File: src/rtl/sgmii_pcs_pkg.sv
// Shared register map, configuration words and state encoding for the
// SGMII PCS configuration controller.
package sgmii_pcs_pkg;

    localparam logic [4:0] REG_CTRL    = 5'h00;
    localparam logic [4:0] REG_STATUS  = 5'h01;
    localparam logic [4:0] REG_PARTNER = 5'h05;
    localparam logic [4:0] REG_LT0     = 5'h12;
    localparam logic [4:0] REG_LT1     = 5'h13;
    localparam logic [4:0] REG_IF_MODE = 5'h14;

    localparam int CTRL_RESET_BIT     = 15;
    localparam int STATUS_LINK_BIT    = 2;
    localparam int STATUS_AN_DONE_BIT = 5;
    localparam int PARTNER_LINK_BIT   = 15;
    localparam int PARTNER_DUPLEX_BIT = 12;
    localparam int PARTNER_SPEED_LSB  = 10;

    localparam logic [15:0] CTRL_INIT_WORD       = 16'h9140;
    localparam logic [15:0] CTRL_AN_RESTART_WORD = 16'h1340;
    localparam logic [15:0] IF_MODE_SGMII_WORD   = 16'h0003;

    typedef enum logic [1:0] {
        SPEED_10M   = 2'b00,
        SPEED_100M  = 2'b01,
        SPEED_1000M = 2'b10
    } speed_t;

    typedef enum logic [3:0] {
        ST_IDLE,
        ST_WR_IF_MODE,
        ST_WR_LT0,
        ST_WR_LT1,
        ST_WR_CTRL,
        ST_POLL_RST,
        ST_WAIT,
        ST_RD_STATUS,
        ST_RD_PARTNER,
        ST_WR_AN_RESTART,
        ST_FAULT
    } state_t;

endpackage

File: src/rtl/sgmii_pcs_config_controller_reg_access.sv
// Single register-access handshake engine: holds one strobe until the PCS
// reports not-busy (from the 2nd strobe cycle on), a timeout, or an abort.
module pcs_reg_access #(
    parameter int p_ACCESS_TIMEOUT_TICKS = 64
) (
    input  logic        clk_i,
    input  logic        rst_n_i,
    input  logic        start_i,
    input  logic        wr_i,
    input  logic        abort_i,
    input  logic [4:0]  addr_i,
    input  logic [15:0] wdata_i,
    input  logic        busy_i,
    input  logic [15:0] rdata_i,
    output logic [4:0]  reg_addr_o,
    output logic        reg_rd_o,
    output logic        reg_wr_o,
    output logic [15:0] reg_wdata_o,
    output logic        done_o,
    output logic [15:0] rdata_o,
    output logic        timeout_o
);
    localparam int CNT_W = $clog2(p_ACCESS_TIMEOUT_TICKS + 1);
    localparam logic [CNT_W-1:0] CNT_LAST = CNT_W'(p_ACCESS_TIMEOUT_TICKS - 1);

    logic             strobe_q, strobe_d;
    logic             wr_q, wr_d;
    logic [4:0]       addr_q, addr_d;
    logic [15:0]      wdata_q, wdata_d;
    logic [CNT_W-1:0] cnt_q, cnt_d;

    always_comb begin
        strobe_d  = strobe_q;
        wr_d      = wr_q;
        addr_d    = addr_q;
        wdata_d   = wdata_q;
        cnt_d     = cnt_q;
        done_o    = 1'b0;
        timeout_o = 1'b0;
        if (abort_i) begin
            strobe_d = 1'b0;
        end else if (strobe_q) begin
            // cnt_q counts strobe cycles already elapsed; non-zero means 2nd cycle or later
            if ((cnt_q != '0) && !busy_i) begin
                done_o   = 1'b1;
                strobe_d = 1'b0;
            end else if (cnt_q == CNT_LAST) begin
                timeout_o = 1'b1;
                strobe_d  = 1'b0;
            end else begin
                cnt_d = cnt_q + 1'b1;
            end
        end else if (start_i) begin
            strobe_d = 1'b1;
            wr_d     = wr_i;
            addr_d   = addr_i;
            wdata_d  = wdata_i;
            cnt_d    = '0;
        end
    end

    always_ff @(posedge clk_i or negedge rst_n_i) begin
        if (!rst_n_i) begin
            strobe_q <= 1'b0;
            wr_q     <= 1'b0;
            addr_q   <= 5'h00;
            wdata_q  <= 16'h0000;
            cnt_q    <= '0;
        end else begin
            strobe_q <= strobe_d;
            wr_q     <= wr_d;
            addr_q   <= addr_d;
            wdata_q  <= wdata_d;
            cnt_q    <= cnt_d;
        end
    end

    // Abort gates the strobe combinationally so it falls in the abort cycle itself.
    assign reg_rd_o    = strobe_q & ~wr_q & ~abort_i;
    assign reg_wr_o    = strobe_q & wr_q & ~abort_i;
    assign reg_addr_o  = addr_q;
    assign reg_wdata_o = wdata_q;
    assign rdata_o     = rdata_i;

endmodule

File: src/rtl/sgmii_pcs_config_controller.sv
// Sequences SGMII PCS setup writes, then polls link/partner status and
// exports link, speed and duplex; supervises auto-negotiation progress.
module sgmii_pcs_config_controller
    import sgmii_pcs_pkg::*;
#(
    parameter int          p_POLL_INTERVAL_TICKS  = 125000,
    parameter int          p_ACCESS_TIMEOUT_TICKS = 64,
    parameter int          p_AN_TIMEOUT_POLLS     = 50,
    parameter logic [19:0] p_LINK_TIMER           = 20'h30D40
) (
    input  logic        i_clock,
    input  logic        i_reset_n,
    input  logic        i_restart,
    output logic [4:0]  o_reg_addr,
    output logic        o_reg_rd,
    output logic        o_reg_wr,
    output logic [15:0] o_reg_data_out,
    input  logic [15:0] i_reg_data_in,
    input  logic        i_reg_busy,
    output logic        o_config_done,
    output logic        o_link_up,
    output logic [1:0]  o_speed,
    output logic        o_full_duplex,
    output logic        o_error
);
    localparam int WAIT_W = $clog2(p_POLL_INTERVAL_TICKS + 1);
    localparam int AN_W   = $clog2(p_AN_TIMEOUT_POLLS + 1);
    localparam logic [WAIT_W-1:0] WAIT_LOAD = WAIT_W'(p_POLL_INTERVAL_TICKS - 1);
    localparam logic [AN_W-1:0]   AN_LAST   = AN_W'(p_AN_TIMEOUT_POLLS - 1);

    state_t            state_q, state_d;
    logic [WAIT_W-1:0] wait_cnt_q, wait_cnt_d;
    logic [AN_W-1:0]   an_cnt_q, an_cnt_d;
    logic              st_link_q, st_link_d, st_an_q, st_an_d;
    logic              cfg_done_q, cfg_done_d, link_up_q, link_up_d;
    logic              duplex_q, duplex_d, error_q, error_d;
    logic [1:0]        speed_q, speed_d;
    logic              acc_start, acc_wr, acc_done, acc_timeout, partner_link;
    logic [4:0]        acc_addr;
    logic [15:0]       acc_wdata, acc_rdata;
    logic              unused_rdata_bits;

    assign unused_rdata_bits = ^{acc_rdata[14:13], acc_rdata[9:6], acc_rdata[4:3], acc_rdata[1:0]};

    pcs_reg_access #(
        .p_ACCESS_TIMEOUT_TICKS(p_ACCESS_TIMEOUT_TICKS)
    ) u_access (
        .clk_i      (i_clock),
        .rst_n_i    (i_reset_n),
        .start_i    (acc_start),
        .wr_i       (acc_wr),
        .abort_i    (i_restart),
        .addr_i     (acc_addr),
        .wdata_i    (acc_wdata),
        .busy_i     (i_reg_busy),
        .rdata_i    (i_reg_data_in),
        .reg_addr_o (o_reg_addr),
        .reg_rd_o   (o_reg_rd),
        .reg_wr_o   (o_reg_wr),
        .reg_wdata_o(o_reg_data_out),
        .done_o     (acc_done),
        .rdata_o    (acc_rdata),
        .timeout_o  (acc_timeout)
    );

    always_comb begin
        state_d      = state_q;
        wait_cnt_d   = WAIT_LOAD;
        an_cnt_d     = an_cnt_q;
        st_link_d    = st_link_q;
        st_an_d      = st_an_q;
        cfg_done_d   = cfg_done_q;
        link_up_d    = link_up_q;
        speed_d      = speed_q;
        duplex_d     = duplex_q;
        error_d      = error_q;
        acc_start    = 1'b0;
        acc_wr       = 1'b0;
        acc_addr     = REG_CTRL;
        acc_wdata    = 16'h0000;
        partner_link = st_link_q & st_an_q & acc_rdata[PARTNER_LINK_BIT];
        case (state_q)
            ST_IDLE: state_d = ST_WR_IF_MODE;
            ST_WR_IF_MODE: begin
                {acc_start, acc_wr, acc_addr, acc_wdata} = {2'b11, REG_IF_MODE, IF_MODE_SGMII_WORD};
                if (acc_done) state_d = ST_WR_LT0;
            end
            ST_WR_LT0: begin
                {acc_start, acc_wr, acc_addr, acc_wdata} = {2'b11, REG_LT0, p_LINK_TIMER[15:0]};
                if (acc_done) state_d = ST_WR_LT1;
            end
            ST_WR_LT1: begin
                {acc_start, acc_wr, acc_addr, acc_wdata} = {2'b11, REG_LT1, 12'h000, p_LINK_TIMER[19:16]};
                if (acc_done) state_d = ST_WR_CTRL;
            end
            ST_WR_CTRL: begin
                {acc_start, acc_wr, acc_addr, acc_wdata} = {2'b11, REG_CTRL, CTRL_INIT_WORD};
                if (acc_done) state_d = ST_POLL_RST;
            end
            ST_POLL_RST: begin
                {acc_start, acc_addr} = {1'b1, REG_CTRL};
                if (acc_done && !acc_rdata[CTRL_RESET_BIT]) begin
                    cfg_done_d = 1'b1;
                    state_d    = ST_RD_STATUS;
                end
            end
            ST_WAIT: begin
                if (wait_cnt_q == '0) state_d = ST_RD_STATUS;
                else                  wait_cnt_d = wait_cnt_q - 1'b1;
            end
            ST_RD_STATUS: begin
                {acc_start, acc_addr} = {1'b1, REG_STATUS};
                if (acc_done) begin
                    st_link_d = acc_rdata[STATUS_LINK_BIT];
                    st_an_d   = acc_rdata[STATUS_AN_DONE_BIT];
                    state_d   = ST_RD_PARTNER;
                end
            end
            ST_RD_PARTNER: begin
                {acc_start, acc_addr} = {1'b1, REG_PARTNER};
                if (acc_done) begin
                    link_up_d = partner_link;
                    if (partner_link) begin
                        speed_d  = acc_rdata[PARTNER_SPEED_LSB +: 2];
                        duplex_d = acc_rdata[PARTNER_DUPLEX_BIT];
                    end
                    state_d = ST_WAIT;
                    if (st_an_q) begin
                        an_cnt_d = '0;
                    end else if (an_cnt_q == AN_LAST) begin
                        an_cnt_d = '0;
                        state_d  = ST_WR_AN_RESTART;
                    end else begin
                        an_cnt_d = an_cnt_q + 1'b1;
                    end
                end
            end
            ST_WR_AN_RESTART: begin
                {acc_start, acc_wr, acc_addr, acc_wdata} = {2'b11, REG_CTRL, CTRL_AN_RESTART_WORD};
                if (acc_done) state_d = ST_WAIT;
            end
            ST_FAULT: state_d = ST_FAULT;
            default:  state_d = ST_IDLE;
        endcase
        if (acc_timeout) begin
            error_d = 1'b1;
            state_d = ST_FAULT;
        end
        // Restart overrides everything, including a completion in the same cycle.
        if (i_restart) begin
            state_d    = ST_WR_IF_MODE;
            cfg_done_d = 1'b0;
            link_up_d  = 1'b0;
            error_d    = 1'b0;
            an_cnt_d   = '0;
        end
    end

    always_ff @(posedge i_clock or negedge i_reset_n) begin
        if (!i_reset_n) begin
            state_q    <= ST_IDLE;
            wait_cnt_q <= '0;
            an_cnt_q   <= '0;
            st_link_q  <= 1'b0;
            st_an_q    <= 1'b0;
            cfg_done_q <= 1'b0;
            link_up_q  <= 1'b0;
            speed_q    <= SPEED_10M;
            duplex_q   <= 1'b0;
            error_q    <= 1'b0;
        end else begin
            state_q    <= state_d;
            wait_cnt_q <= wait_cnt_d;
            an_cnt_q   <= an_cnt_d;
            st_link_q  <= st_link_d;
            st_an_q    <= st_an_d;
            cfg_done_q <= cfg_done_d;
            link_up_q  <= link_up_d;
            speed_q    <= speed_d;
            duplex_q   <= duplex_d;
            error_q    <= error_d;
        end
    end

    assign o_config_done = cfg_done_q;
    assign o_link_up     = link_up_q;
    assign o_speed       = speed_q;
    assign o_full_duplex = duplex_q;
    assign o_error       = error_q;

endmodule
File: config.mk
export PLATFORM = sky130hd
export DESIGN_NAME = sgmii_pcs_config_controller
export DESIGN_NICKNAME = d
export VERILOG_FILES = /design/src/rtl/sgmii_pcs_pkg.sv /design/src/rtl/sgmii_pcs_config_controller_reg_access.sv /design/src/rtl/sgmii_pcs_config_controller.sv
export SDC_FILE = /design/constraint.sdc
export NUM_CORES = 1
export LEC_CHECK = 0
export ABC_AREA = 1
export BUFFER_PORTS_ARGS = -buffer_cell sky130_fd_sc_hd__buf_2
export CAP_MARGIN = 10
export CORE_MARGIN = 2
export CORE_UTILIZATION = 52
export CTS_CLUSTER_DIAMETER = 80
export CTS_CLUSTER_SIZE = 12
export DETAILED_ROUTE_END_ITERATION = 10
export PLACE_DENSITY = 0.81
export SLEW_MARGIN = 20
export SYNTH_ARGS = -nofsm -noshare
export SYNTH_HDL_FRONTEND = slang
export SYNTH_HIERARCHICAL = 1
export SYNTH_SLANG_ARGS = --single-unit
File: constraint.sdc
create_clock -name i_clock -period 1.9 [get_ports i_clock]
set_input_delay 0.19 -clock i_clock [delete_from_list [all_inputs] [get_ports i_clock]]
set_output_delay 0.19 -clock i_clock [all_outputs]
set_load 0.02 [all_outputs]
# Word level (Yosys, flattened, before mapping)
# Cells that the tools add are included.
# W data, S select, Z words.
[word_totals]
word_cells = 122
rom_bits = 0
output_inout_bits = 29
inputBits = 20
ff_bits = 65
n_memories = 0
latch_bits = 0
ramBits = 0
[classes]
order_cmp = 0
shifts = 0
div_mod_pow = 0
muxes = 49
bitwise = 9
n_reduce_logical = 23
mul = 0
eq_ne = 23
add_sub_neg = 3
[op_table]
columns = ["op", "n"]
rows = [
  ["$pmux W16 S4", 1],
  ["$mux W4", 13],
  ["$pmux W4 S11", 1],
  ["$ne A4 B4 Y1 const B", 9],
  ["$mux W17", 2],
  ["$mux W6", 5],
  ["$mux W7", 4],
  ["$pmux W5 S5", 1],
  ["$mux W1", 22],
  ["$logic_not A17 Y1", 1],
  ["$sub A17 B1 Y17 const B", 1],
  ["$eq A4 B3 Y1 const B", 4],
  ["$eq A4 B4 Y1 const B", 3],
  ["$reduce_bool A2 Y1", 6],
  ["$reduce_and A9 Y1", 1],
  ["$eq A4 B2 Y1 const B", 2],
  ["$reduce_or A8 Y1", 1],
  ["$add A7 B1 Y7 const B", 1],
  ["$eq A7 B6 Y1 const B", 1],
  ["$reduce_bool A7 Y1", 1],
  ["$add A6 B1 Y6 const B", 1],
  ["$and A1 B1 Y1", 6],
  ["$eq A6 B6 Y1 const B", 1],
  ["$reduce_and A2 Y1", 3],
  ["other kinds (10)", 16],
]

# Longest topological paths before layout
[depth]
word_depth = 10
mapped_depth = 15

# By module
# The synthesis kept the hierarchy.
[modules_own_cells]
columns = ["module", "instances", "area_each_um2", "seq_area_each_um2", "cells_each"]
rows = [
  ["sgmii_pcs_config_controller", 1, 1965.6, 875.8, 264],
  ["pcs_reg_access", 1, 1595.3, 750.7, 147],
]

# Worst setup path before layout
# Ideal clock, no wire load.
[synth_timing]
path_kind = "register to register"
from = "register u_access.cnt_q[0]"
to = "register state_q[2]"
t_arrival_ns = 1.656
path_stages_with_launch = 15
setup_slack_ns = 0.126
period_less_slack_ns = 1.774
path_cell_list = "dfrtp_1 -> inv_1 -> ha_1 -> inv_1 -> nor2_1 -> nand3_1 -> nand2_1 -> nor2_1 -> inv_2 -> nor2_1 -> nor2_1 -> a21oi_1 -> nand2_2 -> nand3_1 -> nand2_1"
[synth_via]
elab_chain_cells = 8
[synth_lines]
columns = ["element", "line", "rtl"]
rows = [
  ["start, declared", "sgmii_pcs_config_controller_reg_access.sv:30", "logic [CNT_W-1:0] cnt_q, cnt_d;"],
  ["start signal, assigned", "sgmii_pcs_config_controller_reg_access.sv:74", "cnt_q <= cnt_d;"],
  ["$reduce_bool A7 Y1 *", "sgmii_pcs_config_controller_reg_access.sv:44", "if ((cnt_q != '0) && !busy_i) begin"],
  ["$logic_and A1 B1 Y1 *", "sgmii_pcs_config_controller_reg_access.sv:44", ""],
  ["$mux W1 *", "sgmii_pcs_config_controller_reg_access.sv:44", ""],
  ["$mux W1 *", "sgmii_pcs_config_controller_reg_access.sv:42", "end else if (strobe_q) begin"],
  ["$mux W1 *", "sgmii_pcs_config_controller_reg_access.sv:40", "if (abort_i) begin"],
  ["via acc_done", "sgmii_pcs_config_controller.sv:38", "logic acc_start, acc_wr, acc_done, acc_timeout, partner_link;"],
  ["$logic_and A1 B1 Y1", "sgmii_pcs_config_controller.sv:102", "if (acc_done && !acc_rdata[CTRL_RESET_BIT]) begin"],
  ["$ne A4 B4 Y1 (no line)", "-", ""],
  ["$reduce_and A9 Y1 (no line) *", "-", ""],
  ["end signal, assigned", "sgmii_pcs_config_controller.sv:172", "state_q <= state_d;"],
  ["end, declared", "sgmii_pcs_config_controller.sv:31", "state_t state_q, state_d;"],
]
# The timed path passes the listed nets; every way through them passes the cells marked *.
# A chain may end at the register's enable or synchronous reset.

# Worst setup path in the final report
[layout_timing]
from = "register u_access.cnt_q[1]"
to = "register state_q[3]"
# Same word-level chain as after synthesis.

==> results.md <==
- The flow ran to the end, but the final reports show violations.
- The checks that failed: design-rule violations.
- 0 antenna diodes ended up in the layout.
- The total congestion overflow is 0.
- The routability-driven placement congestion ratio is 0.9082.
- The global-route wire length before repair is around 12 mm.
- The kind of critical path is flip-flop to flip-flop.
- The max-slew violation total from the final report came to 0.
- At the later pin of the worst-skew pair, clock insertion delay measures 0.34 ns.
- The number of placed instances, taps included is 527.
- The floorplan row count is 29.
- The hold violation count in the final report came to 0.
- In this run the vertical extent of the chip is 85.88 um.
- The total global routing track utilization is 20.20%.
- The CTS sink count is between 60 and 70.
- The detailed router placed 2,881 vias in this run.
- The setup-violating endpoint count in the final report is 0.
- The die covers 7375 sq um.
- In this design, the largest share of critical-path delay is due to simple AND/OR/NAND/NOR gates.
- The first TritonRoute pass finished after 8 iterations.
- The worst min-delay path class is input pin to flip-flop.
- The most frequent cell on the critical path is nand2_2.
- The shortest clock period the worst path allows after layout is 1.837 ns.
- Once routing completed, OpenROAD measured the worst setup slack at 0.06283 ns.
- The total leakage power is 2.142 nW.
- Across all register-to-register paths, the minimum setup slack is around 0.063 ns.
- In the synthesized netlist, the number of instances is around 400.
- After clock tree synthesis, the clock-pin slew on the worst setup and hold paths is approximately 0.070 ns.
- The initial antenna violation count was 0.
- Traced cell by cell, the critical path runs through inv_1 > ha_2 > inv_2 > nor2_2 > nand3_2 > nand2_4 > nor2_4 > inv_2 > nor2_1 > nor2_1 > a21oi_2 > nand2_2 > nand2_2 > nand2_2 > nand2_1.
- The detailed router's first-iteration violation count is 162.
- Based on the critical path, the design can be clocked at up to 544.3 MHz.
- The post-detailed-route DRC marker count is 2.
- 49 I/O pins were placed.
- After detailed routing, the number of vias per cell comes to 5.229.
- The area added between synthesis and finish is 19.63%.
- The die outline width is 85.88 um.
- The max-cap violation count is 0.
- The cell area that synthesis handed to floorplanning was 3486 sq um.
- The count of H-tree levels built during CTS is 3.
- The number of filler instances in the final layout is 518.
- The number of standard cells in the layout, taps in and fillers out is between 500 and 600.
- Once detail routing completed, the nets flagged for antenna violations numbered 0.
- The total area inside the core boundary comes to 6422 sq um.
- The count of buffering cells on the critical path with inverters included is 3.
- The initial standard-cell utilization of the core is 54.28%.
- The ratio of cells with drive above 1 in the final layout is 29.54%.
- Along the worst path, the maximum fanout reaches 5.
- Data on the critical path arrives at its endpoint at 2.07 ns.
- The sort of element at the end of the critical path is a flip-flop.
- The startpoint class of the critical path is a flip-flop.
- The mean routed wirelength per cell is 12.92 um.
- The final cycle utilization of the critical path is a little over nine tenths.
- On the final layout, the worst hold slack is 0.07231 ns.
- The pre-CTS setup slack is ~0.030 ns.
- The standard cell with the maximum stage delay on the critical path is dfrtp_1.
- The cell sitting at the root of the clock tree is a clkbuf_8.
- The endpoint required time on the critical path is 2.14 ns.
- For this run, the post-layout net count is 495.
- Summed over all layers, the routed wires come to 7.117 mm.
- Entering global routing, the biggest net connects 66 pins.
- The CTS tree is done.
- The mean post-synth cell area is 8.693 sq um.
- Yosys printed 6 warnings.
- No sink is reached through more buffers than the 2 on the longest clock path.
- The peak ir drop on the vdd network is 556.3 uV.
- For this run, the slowest stage of the critical path takes 0.42 ns.
- The detailed-placement wirelength estimate is 5.004 mm.
- The number of port buffers is 38.
- Power spread over the standard cell area amounts to 1206 nW/um^2.
- Clock tree synthesis inserted a total of 9 buffers.
- The via count of the first global-routing pass is 2,774.
- The final setup skew is between 0.006 and 0.007 ns.
-- area by class of cell --
cell class                      instances  area (sq um)  area share (%)
Timing Repair Buffer                   60         395.4           9.481
Clock inverter                          6         58.81           1.410
Sequential cell                        65          1628           39.03
Inverter                               48         180.2           4.320
Multi-Input combinational cell        285          1684           40.38
Tap cell                               77         96.34           2.310
Clock buffer                           10         127.6           3.060
-- metal layers --
metal	GRT usage, %	vias to the layer above	routed length (um)
li1	-	1416	-
met1	26.19	1383	3278
met5	0	-	0
met2	32.35	72	3429
met3	5.197	10	331
met4	8.225	0	77
-- worst paths after layout --
| check | start | end | cells after the start |
|---|---|---|---|
| setup / recovery | u_access/cnt_q[1]$_DFFE_PN0P_ | state_q[3]$_DFFE_PN0P_ | 15 |
| setup reg to reg | u_access/cnt_q[1]$_DFFE_PN0P_ | state_q[3]$_DFFE_PN0P_ | 15 |
| hold / removal | i_reg_data_in[2] | st_link_q$_DFFE_PN0P_ | 2 |
| max in group asynchronous | i_reset_n | state_q[0]$_DFFE_PN0P_ | 3 |
| hold reg to reg | wait_cnt_q[16]$_DFF_PN0_ | wait_cnt_q[16]$_DFF_PN0_ | 1 |
| min in group asynchronous | i_reset_n | u_access/reg_wdata_o[8]$_DFFE_PN0P_ | 3 |
-- layout by cell type, fill, tap and decap left out, types with 2 or more instances in the layout --
| cell | instances |
|---|---|
| inv_2 | 11 |
| o21ai_1 | 12 |
| buf_2 | 38 |
| nor2_4 | 4 |
| o21a_1 | 2 |
| o22ai_1 | 2 |
| mux2_2 | 3 |
| inv_1 | 37 |
| nand3_1 | 19 |
| nand4_1 | 10 |
| dfrtp_1 | 64 |
| xnor2_1 | 4 |
| nand2_2 | 9 |
| nor2_2 | 7 |
| nand3_2 | 3 |
| conb_1 | 8 |
| buf_4 | 18 |
| clkbuf_8 | 9 |
| buf_12 | 3 |
| nor3_1 | 5 |
| a21oi_1 | 16 |
| nand2_1 | 81 |
| clkinv_2 | 4 |
| o21ai_0 | 6 |
| nand2_4 | 3 |
| ha_1 | 5 |
| mux2_4 | 19 |
| nor2_1 | 54 |
| xor2_1 | 3 |
-- state kept, by name, indices dropped and copies added (netlist names), 2 cells and up --
signal                cells
u_access/cnt_q            7
u_access/reg_wdata_o     16
o_speed                   2
an_cnt_q                  6
state_q                   4
wait_cnt_q               17
u_access/reg_addr_o       5
-- report_power, final --
group	internal [W]	leakage, nW	switching, W
clock	0.000599	0.0998	0.000522
sequential	0.00164	0.814	0.000168
combinational	0.000961	1.23	0.00114
-- what timing repair did --
item,CTS,global route
pin swaps,0,5
setup endpoints to repair,2,39
endpoints found under the hold margin,65,0
gates resized for setup,1,18
hold buffers,1,0
setup buffers,0,7
-- through the flow --
step                      total power, W  utilization, %  instance area [sq um]  TNS (ns)
after global routing            0.005323           64.93                   4170   -0.2612
after detailed placement        0.003769           60.06                   3857         0
after floorplan                 0.003218               -                   3512         0
after global placement          0.003716           60.06                   3857         0
after CTS                       0.004908           63.16                   4056         0
final                           0.005028           64.93                   4170         0
(Power assumes the default switching activity.)
